File: config.mk
export PLATFORM = sky130hd
export DESIGN_NAME = pwm_multi_flat
export DESIGN_NICKNAME = d
export VERILOG_FILES = /design/src/rtl/pwm_multi_pkg.sv /design/src/rtl/pwm_multi_if.sv /design/src/rtl/pwm_multi_ch.sv /design/src/rtl/pwm_multi.sv /design/src/flat_wrapper.sv
export SDC_FILE = /design/constraint.sdc
export NUM_CORES = 1
export LEC_CHECK = 0
export CAP_MARGIN = 20
export CORE_ASPECT_RATIO = 1.75
export CORE_MARGIN = 4
export CORE_UTILIZATION = 57
export DETAILED_ROUTE_END_ITERATION = 6
export PLACE_DENSITY = 0.77
export SLEW_MARGIN = 10
export SYNTH_ARGS = -nofsm -noshare
export SYNTH_HDL_FRONTEND = slang
export SYNTH_SLANG_ARGS = --single-unit
File: constraint.sdc
create_clock -name clk -period 7.2 [get_ports clk]
set_input_delay 1.8 -clock clk [delete_from_list [all_inputs] [get_ports clk]]
set_output_delay 1.8 -clock clk [all_outputs]
set_load 0.01 [all_outputs]
File: src/rtl/pwm_multi_pkg.sv
// pwm_multi shared definitions
// register map, CTRL layout, reset values
package pwm_multi_pkg;

  localparam logic [7:0] ADDR_PERIOD  = 8'h00;
  localparam logic [7:0] ADDR_CTRL    = 8'h04;
  localparam logic [7:0] ADDR_COUNTER = 8'h08;
  localparam logic [7:0] ADDR_STATUS  = 8'h0C;
  localparam logic [7:0] ADDR_CHEN    = 8'h10;
  localparam logic [7:0] ADDR_POL     = 8'h14;
  localparam logic [7:0] ADDR_DUTY    = 8'h20;

  localparam int CTRL_EN      = 0;
  localparam int CTRL_CENTER  = 1;
  localparam int CTRL_IRQEN   = 2;
  localparam int CTRL_PRE_LSB = 16;
  localparam int CTRL_PRE_MSB = 31;

  localparam int          RST_PERIOD   = 1000;
  localparam int          RST_DUTY     = 500;
  localparam logic [15:0] RST_PRESCALE = 16'd1;

  typedef struct packed {
    logic [15:0] prescale;
    logic        irqen;
    logic        center;
    logic        enable;
  } ctrl_t;

  typedef enum logic {
    DIR_UP   = 1'b0,
    DIR_DOWN = 1'b1
  } dir_t;

  function automatic logic [31:0] ctrl_word(ctrl_t c);
    return {c.prescale, 13'b0, c.irqen, c.center, c.enable};
  endfunction

endpackage

File: src/rtl/pwm_multi_if.sv
// pwm_multi register bus
// single-cycle write strobe, combinational read
interface pwm_multi_if;
  logic [7:0]  address;
  logic [31:0] write_data;
  logic [31:0] read_data;
  logic        we;
  logic        re;

  modport master (
    output address, write_data, we, re,
    input  read_data
  );

  modport slave (
    input  address, write_data, we, re,
    output read_data
  );
endinterface

File: src/rtl/pwm_multi_ch.sv
// pwm_multi single channel
// active duty, compare, polarity, output flop
module pwm_multi_ch
  import pwm_multi_pkg::*;
#(
  parameter int CW = 16
) (
  input  logic          clk,
  input  logic          rst_n,
  input  logic          load,
  input  logic [CW-1:0] duty_sh,
  input  logic [CW-1:0] counter,
  input  logic          en,
  input  logic          pol,
  output logic          pwm
);

  logic [CW-1:0] duty_act;
  logic          raw;

  assign raw = counter < duty_act;

  // active duty follows shadow at update, output registered
  always_ff @(posedge clk or negedge rst_n) begin
    if (!rst_n) begin
      duty_act <= CW'(RST_DUTY);
      pwm      <= 1'b0;
    end else begin
      if (load)
        duty_act <= duty_sh;
      pwm <= (en & raw) ^ pol;
    end
  end

endmodule

File: src/rtl/pwm_multi.sv
// pwm_multi top
// registers, prescaler, shared counter, channels
module pwm_multi
  import pwm_multi_pkg::*;
#(
  parameter int NCH = 4,
  parameter int CW  = 16
) (
  input  logic           clk,
  input  logic           rst_n,
  pwm_multi_if.slave     bus,
  output logic [NCH-1:0] pwm_out,
  output logic           irq
);

  ctrl_t          ctrl;
  logic [CW-1:0]  period_sh;
  logic [CW-1:0]  period_act;
  logic [CW-1:0]  counter;
  logic [CW-1:0]  cnt_nxt;
  logic [CW-1:0]  duty_sh [NCH];
  dir_t           dir;
  dir_t           dir_nxt;
  logic [15:0]    pre_count;
  logic [NCH-1:0] chen;
  logic [NCH-1:0] pol;
  logic [NCH-1:0] duty_sel;
  logic           wrap;
  logic           tick;
  logic           upd;
  logic           load_act;
  logic [31:0]    wd;

  logic hit_period, hit_ctrl, hit_counter;
  logic hit_status, hit_chen, hit_pol;

  wire unused = ^{bus.re, bus.write_data};

  assign wd = bus.write_data;

  assign hit_period  = bus.address == ADDR_PERIOD;
  assign hit_ctrl    = bus.address == ADDR_CTRL;
  assign hit_counter = bus.address == ADDR_COUNTER;
  assign hit_status  = bus.address == ADDR_STATUS;
  assign hit_chen    = bus.address == ADDR_CHEN;
  assign hit_pol     = bus.address == ADDR_POL;

  // one select per implemented duty register
  always_comb begin
    duty_sel = '0;
    for (int i = 0; i < NCH; i++)
      duty_sel[i] = bus.address == ADDR_DUTY + 8'(4 * i);
  end

  // read mux, unmapped addresses read zero
  always_comb begin
    bus.read_data = '0;
    unique case (1'b1)
      hit_period:  bus.read_data = 32'(period_sh);
      hit_ctrl:    bus.read_data = ctrl_word(ctrl);
      hit_counter: bus.read_data = 32'(counter);
      hit_status:  bus.read_data = {31'b0, wrap};
      hit_chen:    bus.read_data = 32'(chen);
      hit_pol:     bus.read_data = 32'(pol);
      default:     bus.read_data = '0;
    endcase
    for (int i = 0; i < NCH; i++)
      if (duty_sel[i])
        bus.read_data = 32'(duty_sh[i]);
  end

  // counter next state for edge and center alignment
  always_comb begin
    tick    = ctrl.enable && (pre_count == '0);
    upd     = 1'b0;
    cnt_nxt = counter;
    dir_nxt = dir;
    if (tick) begin
      if (period_act <= CW'(1)) begin
        cnt_nxt = '0;
        dir_nxt = DIR_UP;
        upd     = 1'b1;
      end else if (!ctrl.center) begin
        if (counter >= period_act - CW'(1)) begin
          cnt_nxt = '0;
          upd     = 1'b1;
        end else begin
          cnt_nxt = counter + CW'(1);
        end
      end else if (dir == DIR_UP &&
                   counter < period_act - CW'(1)) begin
        cnt_nxt = counter + CW'(1);
      end else if (counter <= CW'(1)) begin
        cnt_nxt = '0;
        dir_nxt = DIR_UP;
        upd     = 1'b1;
      end else begin
        cnt_nxt = counter - CW'(1);
        dir_nxt = DIR_DOWN;
      end
    end
  end

  assign load_act = upd || !ctrl.enable;
  assign irq      = wrap & ctrl.irqen;

  // control/status registers and active period
  always_ff @(posedge clk or negedge rst_n) begin
    if (!rst_n) begin
      ctrl       <= '{prescale: RST_PRESCALE,
                      irqen: 1'b0, center: 1'b0,
                      enable: 1'b0};
      period_sh  <= CW'(RST_PERIOD);
      period_act <= CW'(RST_PERIOD);
      chen       <= '0;
      pol        <= '0;
      wrap       <= 1'b0;
    end else begin
      if (bus.we && hit_ctrl)
        ctrl <= ctrl_t'({wd[CTRL_PRE_MSB:CTRL_PRE_LSB],
                         wd[CTRL_IRQEN], wd[CTRL_CENTER],
                         wd[CTRL_EN]});
      if (bus.we && hit_period)
        period_sh <= wd[CW-1:0];
      if (bus.we && hit_chen)
        chen <= wd[NCH-1:0];
      if (bus.we && hit_pol)
        pol <= wd[NCH-1:0];
      if (load_act)
        period_act <= period_sh;
      if (upd)
        wrap <= 1'b1;
      else if (bus.we && hit_status && wd[0])
        wrap <= 1'b0;
    end
  end

  // duty shadow registers
  always_ff @(posedge clk or negedge rst_n) begin
    if (!rst_n) begin
      for (int i = 0; i < NCH; i++)
        duty_sh[i] <= CW'(RST_DUTY);
    end else begin
      for (int i = 0; i < NCH; i++)
        if (bus.we && duty_sel[i])
          duty_sh[i] <= wd[CW-1:0];
    end
  end

  // counter, direction and prescaler
  always_ff @(posedge clk or negedge rst_n) begin
    if (!rst_n) begin
      counter   <= '0;
      dir       <= DIR_UP;
      pre_count <= '0;
    end else begin
      if (bus.we && hit_counter) begin
        counter <= '0;
        dir     <= DIR_UP;
      end else begin
        counter <= cnt_nxt;
        dir     <= dir_nxt;
      end
      if (bus.we && hit_ctrl)
        pre_count <= wd[CTRL_PRE_MSB:CTRL_PRE_LSB];
      else if (bus.we && hit_counter)
        pre_count <= ctrl.prescale;
      else if (ctrl.enable)
        pre_count <= tick ? ctrl.prescale
                          : pre_count - 16'd1;
    end
  end

  for (genvar i = 0; i < NCH; i++) begin : g_ch
    pwm_multi_ch #(.CW(CW)) u_ch (
      .clk     (clk),
      .rst_n   (rst_n),
      .load    (load_act),
      .duty_sh (duty_sh[i]),
      .counter (counter),
      .en      (ctrl.enable & chen[i]),
      .pol     (pol[i]),
      .pwm     (pwm_out[i])
    );
  end

endmodule
File: src/flat_wrapper.sv
// flat-port wrapper written by rule: the top's interface ports become plain ports
module pwm_multi_flat import pwm_multi_pkg::*;
#(
  parameter int NCH = 4,
  parameter int CW  = 16
)
  (clk, rst_n, pwm_out, irq, bus_address, bus_write_data, bus_we, bus_re, bus_read_data);
  pwm_multi_if bus_i ();
  input  logic clk;
  input  logic rst_n;
  output logic [NCH-1:0] pwm_out;
  output logic irq;
  input wire logic [$bits(bus_i.address)-1:0] bus_address;
  input wire logic [$bits(bus_i.write_data)-1:0] bus_write_data;
  input wire logic [$bits(bus_i.we)-1:0] bus_we;
  input wire logic [$bits(bus_i.re)-1:0] bus_re;
  output wire logic [$bits(bus_i.read_data)-1:0] bus_read_data;
  assign bus_i.address = bus_address;
  assign bus_i.write_data = bus_write_data;
  assign bus_i.we = bus_we;
  assign bus_i.re = bus_re;
  assign bus_read_data = bus_i.read_data;
  pwm_multi #(.NCH(NCH), .CW(CW)) u_core (.clk(clk), .rst_n(rst_n), .bus(bus_i), .pwm_out(pwm_out), .irq(irq));
endmodule
[Yosys cells after proc, flatten, opt, wreduce, memory -nomap -nowiden]
Index checks and enable logic that the tools add are counted.
Storage, ports and cells
  output and inout bits: 37
  bits in registers: 225
  word-level logic and storage cells: 112
Cells by class
  bitwise gates (word level): 14
  multiplexer cells: 30
  reductions and logical operators: 22
  add/sub/neg operators: 4
  magnitude comparators: 8
  equal/unequal tests: 10
Operators with widths (count)
  32-bit one-hot mux with 6 select lines: 1
  16-bit two-way mux: 11
  32-bit two-way mux: 4
  16-bit less-than comparator: 5
  16-bit by 1-bit subtractor with 16-bit output, second input constant: 3
  8-bit by 6-bit == test with 1-bit output, second input constant: 4
  16-bit by 1-bit <= comparator with 1-bit output, second input constant: 2
  16-bit by 1-bit adder with 16-bit output, second input constant: 1
  8-bit by 4-bit == test with 1-bit output, second input constant: 2
  8-bit by 5-bit == test with 1-bit output, second input constant: 2
  16-bit >= comparator: 1
  16-bit logical NOT: 1
  1-bit two-way mux: 14
  1-bit logical AND: 13
  1-bit AND: 9
  8-bit by 3-bit == test with 1-bit output, second input constant: 1
  8-bit logical NOT: 1
  3-bit nonzero test: 2
  2-bit nonzero test: 2
  1-bit XOR: 4
  3-bit by 2-bit != test with 1-bit output, second input constant: 1
  3-bit AND reduction: 1
  1-bit logical NOT: 1
  1-bit logical OR: 1
  1-bit NOT: 1

[Logic depth before layout (Yosys ltp)]
  word-level depth: 8
  depth in mapped cells: 15
  mapped depth without buffers: 13

[By module]
A second synthesis with hierarchy kept.
Unflattened totals
  cell total of the unflattened synthesis: 1307
  area, all modules: 12751.0 um^2
By module, submodules not included
  pwm_multi: cells each 879, sequential area each 3975.1 um^2, instances 1, area each 8837.2 um^2
  pwm_multi_ch: cells each 107, sequential area each 432.9 um^2, instances 4, area each 978.4 um^2

[Worst setup path after synthesis]
No wires, ideal clock.
  kind: in2out
  from: input bus_address[4]
  to: output bus_read_data[14]
  path buffers: 2
  arrival time: 3634 ps
  path slack: 1766 ps
  stages: 8
  cells stage by stage: or4b_1 > clkbuf_1 > nor2_1 > clkbuf_1 > a22oi_1 > a31oi_1 > a21oi_1 > a21oi_1
Between the ends
  longest elaborated chain between the ends: 6
  elaborated cells on any way between the ends: 15
  classes of those cells: 9 x eq/ne; 5 x mux; 1 x reduce/logical
RTL lines
  from (decl): RTL line flat_wrapper.sv:13  | input wire logic [$bits(bus_i.address)-1:0] bus_address;
  8-bit by 5-bit == test with 1-bit output, or another cell as far along: RTL line pwm_multi.sv:46  | assign hit_pol = bus.address == ADDR_POL;
  32-bit one-hot mux with 6 select lines: RTL line pwm_multi.sv:58  | unique case (1'b1)
  32-bit two-way mux (3 in series): RTL line pwm_multi.sv:68  | if (duty_sel[i])
  32-bit two-way mux *: RTL line pwm_multi.sv:68
  to (decl): RTL line flat_wrapper.sv:17  | output wire logic [$bits(bus_i.read_data)-1:0] bus_read_data;
Mark *: on every way between the ends. The rest lies on a longest branch, timed or not.

[Worst setup path in the final report]
  from: input bus_address[4]
  to: output bus_read_data[10]
Same word-level chain as after synthesis.

==> impl_metrics.json <==
{
  "cts_buffers": 23,
  "die_x_um": 124,
  "cts-hold-fix-buffers": 0,
  "ff_latch_area_um2": 5710,
  "syn_area_per_cell_um2": 10.3,
  "power_frac_seq_pct": 46.1,
  "drc": 0,
  "grt_max_degree": 121,
  "die-height_um": 210,
  "critPathKind": "input pin to output port",
  "tightest_slew_ns": 1.18,
  "worstPathArrival_ns": 4.84,
  "syn2layout_area_growth_pct": 12.9,
  "fmax_mhz": 151,
  "synth.distinct_cells": 70,
  "path_common_cell": "clkdlybuf4s50_1",
  "dieArea_um2": 26000,
  "multi_input_area_um2": 6980,
  "crit_required_ns": 5.40,
  "combPwrFrac_pct": 15.5,
  "status": "completed",
  "yosys_warnings": 0,
  "io_buffers": 79,
  "ys_ff_latch": 225,
  "tns_ns": 0,
  "relSlewSlack_pct": 20.8,
  "syn-num-nets": 1418,
  "crit_fanout": 7,
  "core_um2": 22900,
  "clock_skew_ns": 0.0192,
  "rsz0062_at_grt": "no",
  "ys_seq_area_share_pct": 42.8,
  "gp_congestion": 0.894,
  "mostFrequentLayoutCell": "dfrtp_1",
  "cts_buffer_depth": 3,
  "worst_setup_path_start_kind": "input pin",
  "hold_viol_final": 0,
  "drtIter0Drc": 760,
  "hp-class": "flip-flop to flip-flop",
  "cts.sinks": 225,
  "nNetsFinal": 1478,
  "root_buffer": "clkbuf_16",
  "synth_async_sr_flop_share_pct": 100,
  "h-tree-depth": 1,
  "worst_path_max_delay_cell": "nor2_1",
  "cts_setup_buffers": 0,
  "cts_tree": "done",
  "max_cap_violations": 0,
  "initial_core_util_pct": 58.2,
  "antenna_cells": 0,
  "drive_gt1_share_pct": 21.8,
  "setup_viol": 0,
  "gr-total-overflow": 0,
  "track_usage_pct": 27.7,
  "placementRows": 73,
  "power_switching_w": 0.000856,
  "end_kind": "output port",
  "max_stage_delay_ns": 0.95,
  "synth_cells": 1292,
  "wl_per_cell_um": 21.2,
  "dpl.hpwl_um": 25000,
  "p_clk_share_pct": 38.3,
  "grt_pass1_vias": 10700,
  "clk_latency_ns": 0.52,
  "slew_viol_final": 0,
  "period_needed_ns": 6.64,
  "postRouteWirelength_um": 35400,
  "p_leak_nw": 6.94,
  "crit_path_cell_trace": "clkdlybuf4s50_1 -> or4b_1 -> nor2_1 -> buf_4 -> a21o_1 -> clkdlybuf4s50_1",
  "grt_antenna_before_repair": 0,
  "sw_frac_of_total_pct": 27.1,
  "ir_worst_vdd_mv": 0.259,
  "synth_area_um2": 13300,
  "p_int_w": 0.00230,
  "yosys_most_used_dff": "dfrtp_1",
  "fill_cells": 1801,
  "power_density_nw_per_um2": 210,
  "clk_pin_slew_ns": 0.07,
  "fin_total_pwr_w": 0.00316,
  "drt_first_pass_iters": 5,
  "ant_nets": 0,
  "vias": 10300,
  "period_share_pct": 92.2,
  "ios": 81,
  "post_drt_via_cell_ratio": 6.20,
  "synth_edf_count": 0,
  "most-common-layout-cells": "164 x dfrtp_1, 134 x nand2_1, 124 x mux2_2",
  "cts-resized-gates": 0,
  "grt_pass1_wl_um": 56300
}
-- registers in the layout, indices dropped and copies added (netlist names) --
| name | cells |
|---|---|
| u_core.chen | 4 |
| u_core.counter | 16 |
| u_core.ctrl | 19 |
| u_core.dir | 1 |
| u_core.duty_sh | 64 |
| u_core.g_ch.u_ch.duty_act | 64 |
| u_core.g_ch.u_ch.pwm | 4 |
| u_core.period_act | 16 |
| u_core.period_sh | 16 |
| u_core.pol | 4 |
| u_core.pre_count | 16 |
| u_core.wrap | 1 |
-- cells in the mapped netlist (6+ instances only) --
cell type / number / area share (%)
dfrtp_1: 164 / 31
nand2_1: 134 / 3.8
mux2_2: 124 / 10
ha_1: 82 / 7.7
inv_1: 75 / 2.1
nor2_1: 71 / 2.0
dfstp_2: 61 / 12
a21oi_1: 60 / 2.3
o21ai_0: 48 / 1.8
clkbuf_1: 44 / 1.2
mux2_4: 40 / 4.5
nor3_1: 35 / 1.3
nand3_1: 33 / 1.2
and2_1: 23 / 1.1
a31oi_1: 20 / 0.94
xnor2_1: 20 / 1.3
a21o_1: 18 / 1.0
a211oi_1: 17 / 0.96
o211ai_1: 16 / 0.90
a22oi_1: 15 / 0.84
o22ai_1: 13 / 0.61
or3_1: 13 / 0.61
buf_4: 10 / 0.56
and3_1: 9 / 0.42
nand4_1: 9 / 0.42
or4_1: 9 / 0.51
xor2_1: 9 / 0.59
buf_2: 8 / 0.30
nand2b_1: 7 / 0.33
o31ai_1: 7 / 0.39
a22o_1: 6 / 0.39
nor4_1: 6 / 0.28
o21a_1: 6 / 0.34
-- worst max-delay path, delay by kind of cell --
family          cells  cell delay (ns)
simple gates        2             1.61
buf+inv             3             1.30
compound gates      1             0.13
-- worst paths after layout --
kind                       cells past startpoint  slack, ns                               to                 start
min                                            2       0.48                   u_core.ctrl[3]        u_core.ctrl[3]
max reg2reg                                   14       1.96  u_core.g_ch[0].u_ch.duty_act[9]  u_core.period_act[6]
min in group asynchronous                      1       1.34              u_core.pre_count[7]                 rst_n
max                                            6       0.56                bus_read_data[10]        bus_address[4]
min reg2reg                                    2       0.48                   u_core.ctrl[3]        u_core.ctrl[3]
max in group asynchronous                      2       4.59               u_core.duty_sh[41]                 rst_n
-- stage by stage --
stage	hold slack (ns)	setup WS, ns	cells	instance area (um^2)	util [%]
after floorplan	0.451	1.77	1292	13300	-
after global placement	0.462	0.619	1625	14300	62.4
final	0.480	0.564	1668	15100	65.7
after detailed placement	0.465	0.598	1625	14300	62.4
after global routing	0.507	0.453	1668	15100	65.7
after CTS	0.479	0.587	1666	15000	65.6
-- power by group through the flow --
stage	logic [W]	registers [W]	clock network (W)
floorplan	0.000351	0.00144	0
global placement	0.000467	0.00147	0
detailed placement	0.000486	0.00147	0
CTS	0.000491	0.00145	0.00123
global route	0.000547	0.00147	0.00128
finish	0.000490	0.00146	0.00121
-- layout make-up --
class / count / area share, %
flip-flops and latches: 225 / 37.9
multi-input cells: 925 / 46.4
inverters: 75 / 1.87
well taps: 300 / 2.49
clock buffers: 34 / 4.16
repair buffers: 102 / 6.46
clock inverters: 7 / 0.748
-- per-layer routing --
layer | GRT usage [%] | share of wire [%] | wire [um] | vias to the layer above
li1 | - | - | - | 4771
met1 | 31.5 | 36 | 12900 | 5055
met2 | 48.8 | 52 | 18200 | 378
met3 | 3.79 | 5.6 | 1990 | 132
met4 | 15.9 | 6.5 | 2300 | 0
met5 | 0 | 0 | 0 | -
-- cells by family (layout without fill, tap and decap cells) --
logic type      count (synthesis)  after routing  share of synthesized area, %
compound gates                267            267                          13.4
buf+inv                       142            218                          4.96
flops                         225            225                          42.8
xor+xnor                       29             29                          1.91
fa+ha+maj                      82             82                          7.70
simple gates                  378            378                          13.9
mux                           169            169                          15.4
(Power assumes the default switching activity.)
